<file path="src/rtl/bcd_lap_timer_if.sv">
// rtl/bcd_lap_timer_if.sv - control/status bundle for the BCD lap timer
//
// Purpose: groups the buttons, preset value and count/flag outputs of
// bcd_lap_timer so the core and its user share one connection.
// Signals:
//   btn_ss     start/stop button level (pre-debounced, clk-synchronous)
//   btn_rl     load/clear/lap button level
//   up_down    1 = count up, 0 = count down
//   load_val   BCD preset, 4 bits per digit
//   q          current BCD count
//   running    high while counting
//   lap_q      last captured lap value
//   lap_valid  one-cycle pulse when lap_q updates
//   done       one-cycle pulse when a countdown hits zero
//   ovf        one-cycle pulse on up-count wrap to zero
// Modports: slave = timer core, master = controlling agent.
interface bcd_lap_timer_if #(
  parameter int unsigned NDIG = 4
);
  logic                  btn_ss;
  logic                  btn_rl;
  logic                  up_down;
  logic [4*NDIG-1:0]     load_val;
  logic [4*NDIG-1:0]     q;
  logic                  running;
  logic [4*NDIG-1:0]     lap_q;
  logic                  lap_valid;
  logic                  done;
  logic                  ovf;

  modport slave (
    input  btn_ss, btn_rl, up_down, load_val,
    output q, running, lap_q, lap_valid, done, ovf
  );

  modport master (
    output btn_ss, btn_rl, up_down, load_val,
    input  q, running, lap_q, lap_valid, done, ovf
  );
endinterface

</file>
<file path="src/rtl/bcd_lap_timer.sv">
// rtl/bcd_lap_timer.sv - NDIG-digit BCD up/down lap timer with prescaler
//
// Purpose: start/stop BCD timer with per-digit mod-6/mod-10 digits (mm:ss),
// a built-in tick prescaler, preset load/clear, lap capture, countdown done
// and up-count overflow flags.
// Ports:
//   clk           system clock, rising edge
//   master_reset  synchronous active-high reset
//   bus           bcd_lap_timer_if.slave (buttons, preset, count and flags)
module bcd_lap_timer #(
  parameter int unsigned     NDIG      = 4,
  parameter logic [NDIG-1:0] MOD6_MASK = NDIG'(4'b0010),
  parameter int unsigned     TICK_DIV  = 100000
) (
  input  logic             clk,
  input  logic             master_reset,
  bcd_lap_timer_if.slave   bus
);
  localparam int unsigned W  = 4 * NDIG;
  localparam int unsigned PW = (TICK_DIV > 1) ? $clog2(TICK_DIV) : 1;

  typedef enum logic { ST_STOP, ST_RUN }    state_e;
  typedef enum logic { PH_LOAD, PH_CLEAR }  phase_e;

  state_e          state_q, state_d;
  phase_e          phase_q, phase_d;
  logic [PW-1:0]   presc_q, presc_d;
  logic [W-1:0]    cnt_q, cnt_d;
  logic [W-1:0]    lap_q, lap_d;
  logic            lap_valid_q, lap_valid_d;
  logic            done_q, done_d;
  logic            ovf_q, ovf_d;
  logic            ss_hist_q, rl_hist_q;

  logic            ss_e, rl_e, tick;
  logic [W-1:0]    inc_val, dec_val, clamp_val;
  logic            inc_carry, carry, borrow;

  function automatic logic [3:0] digit_max(input int i);
    return MOD6_MASK[i] ? 4'd5 : 4'd9;
  endfunction

  assign ss_e = bus.btn_ss & ~ss_hist_q;
  assign rl_e = bus.btn_rl & ~rl_hist_q;
  assign tick = (state_q == ST_RUN) && (presc_q == PW'(TICK_DIV - 1));

  // Ripple increment/decrement across digits; a full carry-out means wrap.
  always_comb begin
    inc_val   = cnt_q;
    dec_val   = cnt_q;
    clamp_val = '0;
    carry     = 1'b1;
    borrow    = 1'b1;
    for (int i = 0; i < int'(NDIG); i++) begin
      if (carry) begin
        if (cnt_q[4*i +: 4] >= digit_max(i)) begin
          inc_val[4*i +: 4] = 4'd0;
        end else begin
          inc_val[4*i +: 4] = cnt_q[4*i +: 4] + 4'd1;
          carry             = 1'b0;
        end
      end
      if (borrow) begin
        if (cnt_q[4*i +: 4] == 4'd0) begin
          dec_val[4*i +: 4] = digit_max(i);
        end else begin
          dec_val[4*i +: 4] = cnt_q[4*i +: 4] - 4'd1;
          borrow            = 1'b0;
        end
      end
      clamp_val[4*i +: 4] = (bus.load_val[4*i +: 4] > digit_max(i)) ?
                            digit_max(i) : bus.load_val[4*i +: 4];
    end
    inc_carry = carry;
  end

  always_comb begin
    state_d     = state_q;
    phase_d     = phase_q;
    presc_d     = presc_q;
    cnt_d       = cnt_q;
    lap_d       = lap_q;
    lap_valid_d = 1'b0;
    done_d      = 1'b0;
    ovf_d       = 1'b0;
    if (state_q == ST_RUN) begin
      if (tick) begin
        presc_d = '0;
        if (bus.up_down) begin
          cnt_d = inc_val;
          ovf_d = inc_carry;
        end else if (cnt_q == '0) begin
          done_d  = 1'b1;
          state_d = ST_STOP;
        end else begin
          cnt_d = dec_val;
        end
      end else begin
        presc_d = presc_q + 1'b1;
      end
      // Lap captures the pre-tick count even when a step lands this cycle.
      if (rl_e && !ss_e) begin
        lap_d       = cnt_q;
        lap_valid_d = 1'b1;
      end
      if (ss_e) begin
        state_d = ST_STOP;
      end
    end else begin
      if (ss_e) begin
        state_d = ST_RUN;
        presc_d = '0;
      end else if (rl_e) begin
        if (phase_q == PH_LOAD) begin
          cnt_d   = clamp_val;
          phase_d = PH_CLEAR;
        end else begin
          cnt_d   = '0;
          phase_d = PH_LOAD;
        end
      end
    end
  end

  always_ff @(posedge clk) begin
    if (master_reset) begin
      state_q     <= ST_STOP;
      phase_q     <= PH_LOAD;
      presc_q     <= '0;
      cnt_q       <= '0;
      lap_q       <= '0;
      lap_valid_q <= 1'b0;
      done_q      <= 1'b0;
      ovf_q       <= 1'b0;
      ss_hist_q   <= 1'b0;
      rl_hist_q   <= 1'b0;
    end else begin
      state_q     <= state_d;
      phase_q     <= phase_d;
      presc_q     <= presc_d;
      cnt_q       <= cnt_d;
      lap_q       <= lap_d;
      lap_valid_q <= lap_valid_d;
      done_q      <= done_d;
      ovf_q       <= ovf_d;
      ss_hist_q   <= bus.btn_ss;
      rl_hist_q   <= bus.btn_rl;
    end
  end

  assign bus.q         = cnt_q;
  assign bus.running   = (state_q == ST_RUN);
  assign bus.lap_q     = lap_q;
  assign bus.lap_valid = lap_valid_q;
  assign bus.done      = done_q;
  assign bus.ovf       = ovf_q;
endmodule
</file>
<file path="src/flat_wrapper.sv">
// flat-port wrapper written by rule: the top's interface ports become plain ports
module bcd_lap_timer_flat 
#(
  parameter int unsigned     NDIG      = 4,
  parameter logic [NDIG-1:0] MOD6_MASK = NDIG'(4'b0010),
  parameter int unsigned     TICK_DIV  = 100000
)
  (clk, master_reset, bus_btn_ss, bus_btn_rl, bus_up_down, bus_load_val, bus_q, bus_running, bus_lap_q, bus_lap_valid, bus_done, bus_ovf);
  bcd_lap_timer_if #(.NDIG(NDIG)) bus_i ();
  input  logic clk;
  input  logic master_reset;
  input wire logic [$bits(bus_i.btn_ss)-1:0] bus_btn_ss;
  input wire logic [$bits(bus_i.btn_rl)-1:0] bus_btn_rl;
  input wire logic [$bits(bus_i.up_down)-1:0] bus_up_down;
  input wire logic [$bits(bus_i.load_val)-1:0] bus_load_val;
  output wire logic [$bits(bus_i.q)-1:0] bus_q;
  output wire logic [$bits(bus_i.running)-1:0] bus_running;
  output wire logic [$bits(bus_i.lap_q)-1:0] bus_lap_q;
  output wire logic [$bits(bus_i.lap_valid)-1:0] bus_lap_valid;
  output wire logic [$bits(bus_i.done)-1:0] bus_done;
  output wire logic [$bits(bus_i.ovf)-1:0] bus_ovf;
  assign bus_i.btn_ss = bus_btn_ss;
  assign bus_i.btn_rl = bus_btn_rl;
  assign bus_i.up_down = bus_up_down;
  assign bus_i.load_val = bus_load_val;
  assign bus_q = bus_i.q;
  assign bus_running = bus_i.running;
  assign bus_lap_q = bus_i.lap_q;
  assign bus_lap_valid = bus_i.lap_valid;
  assign bus_done = bus_i.done;
  assign bus_ovf = bus_i.ovf;
  bcd_lap_timer #(.NDIG(NDIG), .MOD6_MASK(MOD6_MASK), .TICK_DIV(TICK_DIV)) u_core (.clk(clk), .master_reset(master_reset), .bus(bus_i));
endmodule
</file>
<file path="config.mk">
export PLATFORM = sky130hd
export DESIGN_NAME = bcd_lap_timer_flat
export DESIGN_NICKNAME = d
export VERILOG_FILES = /design/src/rtl/bcd_lap_timer_if.sv /design/src/rtl/bcd_lap_timer.sv /design/src/flat_wrapper.sv
export SDC_FILE = /design/constraint.sdc
export NUM_CORES = 1
export LEC_CHECK = 0
export BUFFER_PORTS_ARGS = -buffer_cell sky130_fd_sc_hd__buf_2
export CORE_AREA = 3 3 86 88
export CTS_BUF_LIST = sky130_fd_sc_hd__clkbuf_4
export DETAILED_ROUTE_END_ITERATION = 8
export DIE_AREA = 0 0 89 91
export PLACE_DENSITY = 0.83
export SLEW_MARGIN = 20
export SYNTH_ARGS = -nofsm -noshare
export SYNTH_HDL_FRONTEND = slang
export SYNTH_SLANG_ARGS = --single-unit
</file>
<file path="constraint.sdc">
create_clock -name clk -period 2.1 [get_ports clk]
set_clock_uncertainty 0.1 [all_clocks]
set_input_delay 0.105 -clock clk [delete_from_list [all_inputs] [get_ports clk]]
set_output_delay 0.105 -clock clk [all_outputs]
set_load 0.01 [all_outputs]
</file>
# == After elaboration in Yosys (flattened, before gate mapping) ==
# Cells that the tools add are included.
# W data, S select, Z words.
# op_classes
mux,48
n_addsub,9
reduce_logical,19
n_eq_ne,10
n_lt_le_gt_ge,8
bitwise_logic,9
# ops
operator,count
$mux W16,7
$mux W4,18
$mux W17,3
$ne A3 B3 Y1 const B,7
$mux W1,20
$reduce_and A6 Y1,3
$add A17 B1 Y17 const B,1
$eq A17 B17 Y1 const B,1
$add A4 B1 Y4 const B,4
$logic_not A16 Y1,1
$logic_not A4 Y1,4
$sub A4 B1 Y4 const B,4
$ge A4 B4 Y1 const B,3
$gt A4 B4 Y1 const B,3
$not A1 Y1,7
$reduce_or A5 Y1,1
$ge A4 B3 Y1 const B,1
$gt A4 B3 Y1 const B,1
$reduce_and A4 Y1,1
$reduce_bool A2 Y1,2
$reduce_or A4 Y1,1
$reduce_and A3 Y1,1
$and A1 B1 Y1,2
$logic_and A1 B1 Y1,2
5 further kinds,5
# word_totals
input_bits,21
elab_cells,116
output_inout_bits,36
register_bits,56

# == Longest topological paths before layout ==
# depth
word_depth,9
depth_mapped,8
depth_no_buf,7

# == Worst setup path before layout ==
# No wires, ideal clock.
# synth_path
path_type,flip-flop to flip-flop
start,register u_core.cnt_q[0] (netlist: u_core.bus.q[0])
end,register u_core.cnt_q[12] (netlist: u_core.bus.q[12])
slack_ns,-0.184
path_buffers,0
arrival_time_ns,2.097
setup_time_ns,0.087
path_stages_with_launch,8
required_time_ns,1.913
period_less_slack_ns,2.284
path_cell_list,dfxtp_1 inv_1 ha_1 or3b_1 nand2_2 o311a_2 or4_1 o31ai_1
# synth_via
elab_chain_cells,6
elab_cells_between_ends,13
cone_classes,order compare: 1; eq/ne: 3; mux: 6; reduce/logical: 3
# synth_lines
item,line,rtl
from (decl),bcd_lap_timer.sv:28,"logic [W-1:0] cnt_q, cnt_d;"
from (signal assigned),bcd_lap_timer.sv:141,cnt_q <= cnt_d;
$ge A4 B4 Y1 or $logic_not A4 Y1 (tied branches),"bcd_lap_timer.sv:56, bcd_lap_timer.sv:64",
$mux W1 (on tied branches),"bcd_lap_timer.sv:56, bcd_lap_timer.sv:64",
$mux W1 (on tied branches) (2 in series),"bcd_lap_timer.sv:55, bcd_lap_timer.sv:63",
$ne A3 B3 Y1 (no line),--,
$reduce_and A6 Y1 (no line) (*),--,
# Mark *: on every way between the ends. The rest lies on a longest branch, timed or not.
# A chain may end at the register's enable or synchronous reset.

# == Worst setup path in the final report ==
# layout_path
start,register u_core.cnt_q[12] (netlist: u_core.bus.q[12])
end,register u_core.cnt_q[14] (netlist: u_core.bus.q[14])
# layout_via
elab_chain_cells,7
elab_cells_between_ends,15
cone_classes,add/sub: 2; order compare: 1; eq/ne: 1; mux: 8; reduce/logical: 3
# layout_lines
item,line,rtl
$sub A4 B1 Y4 or $logic_not A4 Y1 (tied branches),"bcd_lap_timer.sv:67, bcd_lap_timer.sv:64",
$mux W4,bcd_lap_timer.sv:64,if (cnt_q[4*i +: 4] == 4'd0) begin
$mux W4,bcd_lap_timer.sv:63,if (borrow) begin
$mux W16,bcd_lap_timer.sv:92,end else if (cnt_q == '0) begin
$mux W16,bcd_lap_timer.sv:89,if (bus.up_down) begin
$mux W16,bcd_lap_timer.sv:87,if (tick) begin
$mux W16,bcd_lap_timer.sv:86,if (state_q == ST_RUN) begin
# Several ways; a longest one is shown, not always the timed one. The select of a mux whose other input is x is not followed.

==> out/results.ini <==
[cts]
cts_buffer_depth = 2
clk_latency_ps = 390
ctsRootBufferMaster = clkbuf_4
cts.sink_count = 56
cts_tree = built
path_clk_slew_ps = 160
htreeDepth = 2
cts_made_buffers = 5

[min_path]
hold_end = u_core.bus.q[10]
min_delay_path_depth = 3
hold_start = bus_load_val[10]
hp-class = in -> reg

[power]
p_leak_uw = 0.001917
irDropWorstVdd_mv = 0.4297
pwr_density_cell_nw_per_um2 = 511.1

[sta]
fmax_mhz = 440.1
maxSlewViolCount = 0
grt_setup_unrepaired = true
layout_setup_ws_ps = -172.5
worstMarginPinSlew_ps = 652.8
setup_viol = 26
timing.final.crit_period_ps = 2272
hold_viol_final = 0
maxSlewHeadroom_pct = 56.32
fin_crit_sh_pct = 108.2
hold_ws_ps = 51.55

[synthesis]
synthSimpleGateAreaFrac_pct = 25.83
synth_top_family_by_area = simple AND/OR/NAND/NOR gates
synth_area_um2 = 3502
ys_top_cells_by_area = dfxtp_1 32%, nor2_1 6.2%, mux2i_1 5.4%, ha_1 5.0%, a21oi_1 3.3%
synth-async-reset-ratio_pct = 0
synth-seq-cells = 56
muxShareOfSynthArea_pct = 5.431
synth_top_cell_by_area = dfxtp_1
synthAdderAreaFrac_pct = 5.002
synth-edff-count = 0
synth_compound_area_share_pct = 24.19
syn_area_per_cell_um2 = 8.338
ys_seq_area_share_pct = 32.01
syn_inst = 420
syn-num-nets = 455
ys_warn_count = 0
ys_types = 70
synth_xor_xnor_area_share_pct = 1.000
yosysTopAreaCellShare_pct = 32.01
synthFlopType = dfxtp_1

[setup_path]
crit_path_max_fanout = 4
end_kind = flop
r2r_end = u_core.bus.q[14]
path_class = reg -> reg
worstPathRequired_ps = 2300
arrival_ps = 2470
reg2reg_slack_ps = -170
start_kind = flop
reg2regPathDepth = 7
r2r_start = u_core.bus.q[12]

[global_route]
antenna_found_initial = 0
grt_pass1_wl_um = 16960
grt_overflow_total = 0
grt_use_total_pct = 25.90
grt_max_degree = 30
grt_pass1_vias = 3635

[floorplan]
core_area_um2 = 6719
fp-row-count = 30
boundaryPins = 57
start_util_pct = 52.12
die_area_um2 = 8099
die-height_um = 91
die_w_um = 89

[placement]
place_ws_ps = -104.6
gp_congestion = 0.8946
dp_hpwl_um = 7332
port_buffers = 56

[cells_and_area]
layout_commonest_cell = buf_4
insertedDiodeCount = 0
drive_gt1_share_pct = 32.90
fill_cells = 514
area_growth_syn_to_layout_pct = 30.26
fin_nets = 572
mostFrequentLayoutCells = 71 x buf_4, 57 x nor2_1, 56 x buf_2, 50 x dfxtp_1, 23 x a21oi_1

[routing]
vias = 3828
viasPerCell = 6.194
firstDrtPassIters = 5
drtIter0Drc = 334
wl_per_cell_um = 16.90
wirelength_um = 10440
drc = 0
ant_nets = 0

[outcome]
status = finished with violations
violations = negative setup slack

[run]
maxCapViolCount = 0

metal layers:
metal | wire length, µm | vias to the layer above | global-route usage, %
met1 | 4269 | 1791 | 33.11
met5 | 0 | - | 0
met2 | 4993 | 211 | 42.45
met4 | 251 | 0 | 8.561
li1 | - | 1799 | -
met3 | 927 | 27 | 5.989
power breakdown:
group	leakage [µW]	switching, µW	internal [µW]	total [µW]
Clock	0.0000324	348	124	472
Sequential	0.000457	31.1	1100	1130
Combinational	0.00143	406	326	732
worst max-delay path, cell delays in order (launching register included):
cell and delay (ps):
dfxtp_1 390, inv_1 140, ha_1 200, or3b_1 430
a211o_1 370, nor3b_1 230, a211oi_1 110, o41ai_2 220
sequential cells by signal (all words and copies together) (netlist names):
name / count
u_core.bus.done: 1
u_core.bus.lap_q: 16
u_core.bus.lap_valid: 1
u_core.bus.ovf: 1
u_core.bus.q: 16
u_core.bus.running: 1
u_core.phase_q: 1
u_core.presc_q: 17
u_core.rl_hist_q: 1
u_core.ss_hist_q: 1
cells in the mapped netlist, types with 3 or more instances:
library cell and n:
nor2_1 58, dfxtp_1 56, a21oi_1 23, clkbuf_1 19
inv_1 19, mux2i_1 19, nand3_1 19, nand2_1 17
ha_1 14, o21ai_0 14, a311oi_1 13, a211oi_1 12
a31oi_1 11, nor3_1 10, o21ai_1 9, and3_1 8
nor4_1 5, o221ai_1 5, nand2b_1 4, nor2b_1 4
or3_1 4, buf_2 3, clkbuf_8 3, nor3b_2 3
o211ai_1 3, o21a_1 3, o21bai_1 3, xnor2_1 3
worst max path at each step:
stage / startpoint / to / cells after the start
after detailed placement: u_core.presc_q[6] / u_core.bus.q[12] / 5
after CTS: u_core.presc_q[13] / u_core.bus.q[12] / 5
after global placement: u_core.presc_q[6] / u_core.bus.q[12] / 5
final: u_core.bus.q[12] / u_core.bus.q[14] / 7
after global routing: u_core.presc_q[8] / u_core.bus.q[12] / 5
after floorplan: u_core.presc_q[6] / u_core.bus.q[12] / 5
cell families after synthesis:
logic type / after synthesis
adders and majority gates: 14
and+or+nand+nor: 161
muxes: 19
AOI/OAI and AO/OA: 119
buffers and inverters: 47
DFF: 56
xor gates and xnor gates: 4
per-stage QoR:
step,utilization (%),std cells,TNS (ps),cell area [µm²],total power [µW]
global placement,62.74,591,-483.6,4215,1782
global route,67.90,618,-4220,4562,2466
finish,67.90,618,-1818,4562,2332
CTS,66.52,614,-1378,4469,2299
detailed placement,62.74,591,-1094,4215,1802
floorplan,-,420,-111.3,3513,1557
final cells by class:
class | instances | area [µm²] | share of cell area (%)
multi-input cells | 318 | 2296 | 50.33
flip-flops and latches | 56 | 1129 | 24.74
clock buffers | 5 | 37.54 | 0.8228
well taps | 80 | 100.1 | 2.194
clock inverters | 3 | 13.76 | 0.3017
repair buffers | 137 | 914.6 | 20.05
inverters | 19 | 71.32 | 1.563
timing repair:
| item | in CTS | in global routing |
|---|---|---|
| gates resized for setup | 11 | 12 |
| setup endpoints to repair | 27 | 33 |
| pin swaps | 13 | 12 |
| hold endpoints to repair | 8 | 0 |
| gates cloned | 1 | 0 |
| buffers inserted | 5 | 4 |
| hold buffers | 9 | 0 |
Note: power is estimated with default switching activity, not from simulation.
